`src/rtl/serial_pkg.sv`:
```
// Shared definitions for the serial-to-parallel word aligner: comma
// patterns, FSM state encoding and the default word width.
package serial_pkg;

    localparam int DEFAULT_WIDTH = 10;

    // K28.5 in both running disparities, first-received bit in bit 9.
    localparam logic [9:0] COMMA_RDN = 10'b0011111010;
    localparam logic [9:0] COMMA_RDP = 10'b1100000101;

    typedef enum logic [1:0] {
        SEARCH  = 2'd0,
        CONFIRM = 2'd1,
        LOCKED  = 2'd2
    } state_t;

    function automatic logic is_comma(input logic [9:0] word);
        return (word == COMMA_RDN) || (word == COMMA_RDP);
    endfunction

endpackage

```
`src/rtl/comma_detect.sv`:
```
// Combinational K28.5 detector over a 10-bit window, either disparity.
module comma_detect
    import serial_pkg::*;
(
    input  logic [9:0] word,
    output logic       match
);

    assign match = is_comma(word);

endmodule

```
`src/rtl/serial_paralelo_sync.sv`:
```
// Serial-to-parallel converter with comma-based word alignment.
// Optional build macro SP_COMMA_STRIP_EN drops aligned comma words in LOCKED.
module serial_paralelo_sync
    import serial_pkg::*;
#(
    parameter int CANTIDAD_BITS = DEFAULT_WIDTH,
    parameter int LOCK_COMMAS   = 3
) (
    input  logic                     clk,
    input  logic                     rst,
    input  logic                     enb,
    input  logic                     entrada,
    output logic [CANTIDAD_BITS-1:0] salida,
    output logic                     valid,
    output logic                     es_comma,
    output logic                     locked,
    output logic [1:0]               estado
);

    localparam logic [3:0] LAST_BIT  = 4'(CANTIDAD_BITS - 1);
    localparam logic [2:0] LOCK_HITS = 3'(LOCK_COMMAS);

    state_t                   state, state_d;
    logic [CANTIDAD_BITS-1:0] shreg;
    logic [CANTIDAD_BITS-1:0] nxt;
    logic [3:0]               cnt, cnt_d;
    logic [2:0]               hits, hits_d;
    logic [CANTIDAD_BITS-1:0] salida_d;
    logic                     valid_d;
    logic                     es_comma_d;
    logic                     match;
    logic                     word_done;

    assign nxt       = {shreg[CANTIDAD_BITS-2:0], entrada};
    assign word_done = (cnt == LAST_BIT);
    assign estado    = state;

    comma_detect u_comma_detect (
        .word  (nxt[9:0]),
        .match (match)
    );

    // Valid/data contract: valid is a single-cycle strobe; salida is only
    // meaningful in the cycle valid is high and holds until the next strobe.
    always_comb begin
        state_d    = state;
        cnt_d      = word_done ? 4'd0 : cnt + 4'd1;
        hits_d     = hits;
        salida_d   = salida;
        valid_d    = 1'b0;
        es_comma_d = es_comma;

        case (state)
            SEARCH: begin
                if (match) begin
                    state_d = CONFIRM;
                    cnt_d   = 4'd0;
                    hits_d  = 3'd1;
                end
            end

            CONFIRM: begin
                if (word_done) begin
                    if (match) begin
                        hits_d = hits + 3'd1;
                        if ((hits + 3'd1) == LOCK_HITS) begin
                            state_d = LOCKED;
                        end
                    end else begin
                        state_d = SEARCH;
                        hits_d  = 3'd0;
                    end
                end else if (match) begin
                    cnt_d  = 4'd0;
                    hits_d = 3'd1;
                end
            end

            LOCKED: begin
                if (word_done) begin
`ifdef SP_COMMA_STRIP_EN
                    if (!match) begin
                        salida_d   = nxt;
                        valid_d    = 1'b1;
                        es_comma_d = 1'b0;
                    end
`else
                    salida_d   = nxt;
                    valid_d    = 1'b1;
                    es_comma_d = match;
`endif
                end else if (match) begin
                    // A comma off the word grid means we slipped: realign.
                    state_d = CONFIRM;
                    cnt_d   = 4'd0;
                    hits_d  = 3'd1;
                end
            end

            default: begin
                state_d = SEARCH;
                cnt_d   = 4'd0;
                hits_d  = 3'd0;
            end
        endcase
    end

    always_ff @(posedge clk) begin
        if (rst) begin
            state    <= SEARCH;
            shreg    <= '0;
            cnt      <= 4'd0;
            hits     <= 3'd0;
            salida   <= '0;
            valid    <= 1'b0;
            es_comma <= 1'b0;
            locked   <= 1'b0;
        end else if (enb) begin
            state    <= state_d;
            shreg    <= nxt;
            cnt      <= cnt_d;
            hits     <= hits_d;
            salida   <= salida_d;
            valid    <= valid_d;
            es_comma <= es_comma_d;
            locked   <= (state_d == LOCKED);
        end else begin
            valid <= 1'b0;
        end
    end

endmodule

```
`config.mk`:
```
export PLATFORM = sky130hd
export DESIGN_NAME = serial_paralelo_sync
export DESIGN_NICKNAME = d
export VERILOG_FILES = /design/src/rtl/serial_pkg.sv /design/src/rtl/comma_detect.sv /design/src/rtl/serial_paralelo_sync.sv
export SDC_FILE = /design/constraint.sdc
export NUM_CORES = 1
export LEC_CHECK = 0
export CORE_MARGIN = 2
export CORE_UTILIZATION = 49
export CTS_CLUSTER_DIAMETER = 150
export CTS_CLUSTER_SIZE = 40
export DETAILED_ROUTE_END_ITERATION = 12
export PLACE_DENSITY = 0.7
export SETUP_SLACK_MARGIN = 0.05
export SYNTH_ARGS = -nofsm -noshare
export SYNTH_HDL_FRONTEND = slang
export SYNTH_SLANG_ARGS = --single-unit
```
`constraint.sdc`:
```
create_clock -name clk -period 2.3 [get_ports clk]
set_clock_uncertainty 0.15 [all_clocks]
set_input_delay 0.46 -clock clk [delete_from_list [all_inputs] [get_ports clk]]
set_output_delay 0.46 -clock clk [all_outputs]
set_load 0.01 [all_outputs]
```
==> metrics, run 1 <==
post-synth net total 190; Crit Path Class in -> reg; aggregate global-route resource usage 21.69%; share of synthesized flip-flops with an asynchronous set or reset 0%; power share of the sequential group 56.4%; Layout area overhead 25.91%; cell at the slowest stage of the critical path sky130_fd_sc_hd__or4b_4; number of buffers added by the clock tree synthesis step 5; number of port buffers 18; count of TritonRoute iterations in the first routing pass 4; class of the worst hold path reg -> reg; final hold violations 0; chip height 60.86 um; cell at the root of the clock tree sky130_fd_sc_hd__clkbuf_4; Net Sw Frac 23.24%; R2R depth 5; run status finished clean; die area 3703 um^2; vias after detailed routing roughly 1400; number of antenna repair diodes 0; DIE WIDTH 60.86 um; TritonCTS clock tree done; power after layout 0.0009693 W; Max Freq 444.0 MHz; highest net fanout along the worst path 4; cells traversed along the worst timing path clkdlybuf4s15_2 -> or4b_4 -> or4_4 -> a221oi_4 -> o22ai_2 -> a32o_1; data required time at the worst endpoint 2380 ps; number of H-tree branching levels 2; total setup violations reported at the end of the flow 0; share of post-route cells with drive strength above 1 15.38%; hold_buf cts 0; per-instance average area after synthesis 8.949 um^2; combinational share of power between 5 and 6%; final wirelength approximately 3.7 mm; instance area after placement 1876 um^2; slew at the pin closest to its max-slew limit between 300 and 400 ps; startpoint of the most critical register-to-register path shreg[1]$_SDFFE_PP0P_; starting density of the core approximately 52%; post-CTS clock slew at the launch and capture registers of the worst setup and hold paths 110 ps; RSZ-0062 raised after global routing true; antenna violations before repair 0; flop-to-flop setup slack 60 ps; worst rel slew slack approximately three quarters; final critical-path share of the clock period 97.93%; largest area contributor in the netlist sky130_fd_sc_hd__dfxtp_1; number of pins exceeding their max-slew limit in the final report 0; register bit total from synthesis 31; DRC violation count after routing 0; most used flip-flop cell after synthesis sky130_fd_sc_hd__dfxtp_1; Min Clock Period, post-route 2252 ps; synthesized netlist cell count between 150 and 200; internal power 0.0007441 W; Critical Path AT between 2000 and 2500 ps; Clk network pwr share between 30% and 40%; kind of start point of the critical path input pin; leak pwr around 0.86 nW; total setup buffers inserted after CTS 0; first-pass GRT wire length 5.885 mm; Post-Synthesis Cell Area ~1600 um^2; HPWL reported at the end of detailed placement 2.582 mm; final total negative setup slack 0 ps; cell area after layout between 1500 and 2000 um^2; floorplan core area 3053 um^2; routability-driven placement congestion ratio 0.8587; Initial DRC Count between 50 and 60; post-DR wirelength/cell roughly 15 um; Sw Pwr 0.0002253 W; Ys Warns 0; top post-synthesis cells by area sky130_fd_sc_hd__dfxtp_1 (39%), sky130_fd_sc_hd__mux2i_1 (12%), sky130_fd_sc_hd__ha_1 (7.1%), sky130_fd_sc_hd__nor2_1 (6.4%), sky130_fd_sc_hd__a21oi_1 (3.8%); power per cell area between 400 and 500 nW/um^2; end of the worst register-to-register path locked$_SDFFE_PP0P_; # nets final 220; vias per inst between 5 and 6; clock tree sinks 31; Top-Level Pins 19; standard-cell row count 20; kind of capture point of the worst setup path flip-flop; number of global-route vias before repair ~1300; sum of overflow across all layers after global routing 0; Critical Path Sink locked$_SDFFE_PP0P_; most common cell in the synthesized netlist sky130_fd_sc_hd__dfxtp_1; portion of the post-synthesis area used by sequential elements 39.18%; hold path startpoint salida[2]$_SDFFE_PP0P_; Clock Latency Late Sink 330 ps; worst-case vdd ir drop 0.4516 mV; fraction of the core area covered by cells at the end of the flow 65.33%; Largest stage delay, worst path 520 ps; Antenna Nets Post-Route 0; Clock Path Buffers 2; share of Yosys cell area claimed by the top area cell type about 39%; max capacitance violation total 0; number of flops mapped to enable cells by yosys 0; number of different library cells in the post-synthesis netlist 44; most frequent cells after synthesis sky130_fd_sc_hd__dfxtp_1 (31), sky130_fd_sc_hd__nor2_1 (27), sky130_fd_sc_hd__mux2i_1 (19); largest net degree at the start of global routing 16; critical path startpoint entrada
[per-stage QoR]
step | hold WS [ps] | worst slack [ps] | instances
finish | 364.3 | 47.53 | 252
global route | 385.7 | 3.064 | 252
CTS | 355.7 | -1.677 | 252
detailed placement | 338.6 | -652.0 | 244
global placement | 324.4 | -547.1 | 244
floorplan | 328.4 | -64.68 | 177
[registers in the layout, indices dropped and copies added (netlist names)]
signal,flops
hits,3
estado,2
valid,1
shreg,9
salida,10
locked,1
cnt,4
es_comma,1
[repair_timing]
| action | in CTS | in global routing |
|---|---|---|
| gates cloned | 0 | 0 |
| resized for setup | 10 | 4 |
| pin swaps | 7 | 8 |
| setup endpoints to repair | 7 | 4 |
[power by group through the flow]
stage                     Combinational (W)  Sequential, W  Clock [W]
after floorplan                   0.0000331       0.000558          0
after global placement            0.0000524       0.000558          0
after detailed placement          0.0000538       0.000559          0
after CTS                         0.0000545       0.000546   0.000375
after global routing              0.0000617       0.000548   0.000400
final                             0.0000555       0.000546   0.000367
[cells by family (layout without fill, tap and decap cells)]
group | count (synthesis) | in the layout | share of synthesized area (%)
compound gates | 35 | 35 | 15.09
xor+xnor | 1 | 1 | 0.5530
mux | 19 | 19 | 12.01
simple gates | 67 | 67 | 22.04
flops | 31 | 31 | 39.18
buf+inv | 15 | 46 | 4.028
fa+ha+maj | 9 | 9 | 7.109
[critical path: cells and delay by family]
family | cells | cell delay [ps]
and+or+nand+nor | 2 | 1010
AOI/OAI and AO/OA | 3 | 660
buffers and inverters | 1 | 210
[final cells by class]
cell class	count	area, um^2
flip-flops and latches	31	623.1
repair buffers	30	275.3
multi-input cells	131	938.4
fillers	264	1059
well taps	44	55.05
inverters	8	30.03
clock inverters	1	7.507
clock buffers	7	65.06
[worst min-delay path by stage]
| stage | end | cells past startpoint |
|---|---|---|
| 2_1_floorplan | cnt[0]$_SDFFE_PP0P_ | 2 |
| 3_3_place_gp | es_comma$_SDFFE_PP0P_ | 2 |
| 3_5_place_dp | salida[5]$_SDFFE_PP0P_ | 2 |
| 4_1_cts | salida[0]$_SDFFE_PP0P_ | 3 |
| 5_1_grt | es_comma$_SDFFE_PP0P_ | 2 |
| 6_report | salida[2]$_SDFFE_PP0P_ | 2 |
[per-layer routing]
metal	vias up	GRT usage, %	share of wire [%]
met5	-	0	0
met3	6	5.970	6.1
met1	649	28.12	45
met4	0	8.385	1.3
li1	702	-	-
met2	58	34.41	48
[placed cells by master (no fill, tap or decap), types with 2 or more instances in the layout]
cell type and count:
sky130_fd_sc_hd__nand3_1 3, sky130_fd_sc_hd__nor3_1 3, sky130_fd_sc_hd__a21oi_1 11, sky130_fd_sc_hd__nand2b_1 4
sky130_fd_sc_hd__buf_4 11, sky130_fd_sc_hd__dfxtp_2 2, sky130_fd_sc_hd__clkbuf_8 2, sky130_fd_sc_hd__inv_1 8
sky130_fd_sc_hd__a31oi_1 2, sky130_fd_sc_hd__nand3b_1 3, sky130_fd_sc_hd__clkbuf_4 5, sky130_fd_sc_hd__dfxtp_1 29
sky130_fd_sc_hd__mux2i_1 19, sky130_fd_sc_hd__nor4_1 3, sky130_fd_sc_hd__nor2_1 27, sky130_fd_sc_hd__nand2_1 9
sky130_fd_sc_hd__ha_1 9, sky130_fd_sc_hd__clkdlybuf4s50_1 17, sky130_fd_sc_hd__o21ai_0 6, sky130_fd_sc_hd__and3_1 2
sky130_fd_sc_hd__a32oi_1 2
Power figures use the tool's default switching activity.
==> run 2, diff against run 1 <==
Settings changed: CTS_BUF_LIST from default to sky130_fd_sc_hd__clkbuf_16.
==> metrics, run 2 (synthesis results as in run 1) <==
Crit Path Class reg -> reg; leak pwr 0.8831 nW; DIE WIDTH 60.86 um; number of H-tree branching levels 2; worst-case setup margin in the final layout 26.83 ps; commonest non-fill, non-tap cells in the layout sky130_fd_sc_hd__dfxtp_1 (29), sky130_fd_sc_hd__nor2_1 (27), sky130_fd_sc_hd__mux2i_1 (19); total setup violations reported at the end of the flow 0; vias per inst 5.671; # nets final 220; busiest layer in global routing met2; count of TritonRoute iterations in the first routing pass 6; instance count after placement with tap cells included 244; Clock Path Buffers 2; number of port buffers 18; max capacitance violation total 0; cells traversed along the worst timing path or4b_4 -> or4_4 -> a221oi_4 -> o22ai_2 -> a32o_1; final critical-path share of the clock period 98.83%; post-DR wirelength/cell around 15 um; worst-case vdd ir drop 0.4103 mV; family with the most delay on the worst path simple AND/OR/NAND/NOR gates; antenna violations before repair 0; slew at the pin closest to its max-slew limit 450.4 ps; cell at the root of the clock tree sky130_fd_sc_hd__clkbuf_16; clock tree sinks 31; number of buffers added by the clock tree synthesis step 5; cell at the slowest stage of the critical path sky130_fd_sc_hd__or4b_4; Clock Latency Late Sink around 270 ps; max FFs per register 10; largest registers salida x10, shreg x9, cnt x4; worst rel slew slack about 70%; Layout area overhead 29.46%; Min Clock Period, post-route 2273 ps; starting density of the core 51.89%; floorplan core area 3053 um^2; share of post-route cells with drive strength above 1 13.94%; power per cell area 590.3 nW/um^2; global routing met3 resource utilization 4.478%; RSZ-0062 raised after global routing true; kind of start point of the critical path flip-flop; die area roughly 3700 um^2; highest net fanout along the worst path 4; TritonCTS clock tree done; vias after detailed routing 1429; met2 Use GR between 30% and 40%; number of global-route vias before repair 1281; first-pass GRT wire length 5.989 mm; final wirelength 3.680 mm; Initial DRC Count 94; number of antenna repair diodes 0; class of the worst hold path in -> reg; chip height about 60 um; Critical Path AT 2280 ps; Max Freq 439.9 MHz; met1 usage in global routing 28.70%; post-place setup slack -652.0 ps; Top-Level Pins 19; post-CTS clock slew at the launch and capture registers of the worst setup and hold paths ~50 ps; number of standard cells in the final layout excluding fillers roughly 250; Antenna Nets Post-Route 0; standard-cell row count 20; most frequent standard cell in the layout excluding fill and tap cells sky130_fd_sc_hd__dfxtp_1; number of pins exceeding their max-slew limit in the final report 0; final hold violations 0; DRC violation count after routing 0; run status finished clean; aggregate global-route resource usage 21.89%; kind of capture point of the worst setup path flip-flop; Largest stage delay, worst path 530 ps; routability-driven placement congestion ratio 0.8587; data required time at the worst endpoint 2310 ps; register ranked first by flip-flop count salida; total setup buffers inserted after CTS 0; largest net degree at the start of global routing 16; fraction of the core area covered by cells at the end of the flow 67.17%; sum of overflow across all layers after global routing 0; HPWL reported at the end of detailed placement 2.582 mm; Bufs and invs on worst path 0; hold_buf cts 0
==> run 2: cell types whose count changed in the layout (fill, tap and decap cells not counted) <==
cell and delta:
sky130_fd_sc_hd__clkbuf_16 +5, sky130_fd_sc_hd__clkbuf_4 -5, sky130_fd_sc_hd__clkbuf_8 -2, sky130_fd_sc_hd__clkinv_1 +2
sky130_fd_sc_hd__buf_2 +1, sky130_fd_sc_hd__clkdlybuf4s15_2 -1, sky130_fd_sc_hd__nor3_1 +1, sky130_fd_sc_hd__nor3_2 -1
==> run 2: metrics by stage <==
stage / hold WS [ps] / TNS (ps) / total power (W) / cell area, um^2
3_5_place_dp: 338.6 / -4181 / 0.0006125 / 1876
3_3_place_gp: 324.4 / -3455 / 0.0006107 / 1876
4_1_cts: 324.7 / -4.887 / 0.001223 / 2033
6_report: 326.3 / 0 / 0.001211 / 2051
2_1_floorplan: 328.4 / -64.68 / 0.0005915 / 1584
5_1_grt: 364.8 / -32.42 / 0.001256 / 2051
==> run 2: worst paths after layout <==
path	from	to	slack [ps]	cells past startpoint
max	shreg[1]$_SDFFE_PP0P_	locked$_SDFFE_PP0P_	30	5
min	entrada	salida[0]$_SDFFE_PP0P_	330	3
max reg2reg	shreg[1]$_SDFFE_PP0P_	locked$_SDFFE_PP0P_	30	5
min reg2reg	es_comma$_SDFFE_PP0P_	es_comma$_SDFFE_PP0P_	350	2
==> run 2: cell type report <==
| class | instances | area (um^2) |
|---|---|---|
| fillers | 266 | 1002 |
| multi-input cells | 131 | 933.4 |
| flip-flops and latches | 31 | 623.1 |
| repair buffers | 30 | 269.0 |
| clock buffers | 5 | 125.1 |
| well taps | 44 | 55.05 |
| inverters | 8 | 30.03 |
| clock inverters | 3 | 15.01 |
==> run 2: what timing repair did <==
item                                    in CTS  in global routing
endpoints found under the hold margin        0                  0
pin swaps                                    7                  8
gates resized for setup                     10                  4
endpoints found under the setup margin       8                  4
==> run 2: where the power goes <==
group	internal, W	switching [W]	leakage, nW
registers	0.000543	0.00000466	0.251
clock network	0.000392	0.000216	0.0649
logic	0.0000230	0.0000313	0.567
total	0.000958	0.000252	0.883
==> run 2: layer usage <==
layer  wire, um  vias up  part of all wire [%]
li1           -      701                     -
met1       1744      670                    47
met2       1686       51                    46
met3        206        7                   5.6
met4         43        0                   1.2
met5          0        -                     0
==> run 2: worst min-delay path, cell delays in order <==
cell,delay [ps]
sky130_fd_sc_hd__buf_2,110
sky130_fd_sc_hd__mux2i_1,70
sky130_fd_sc_hd__nor2_1,70
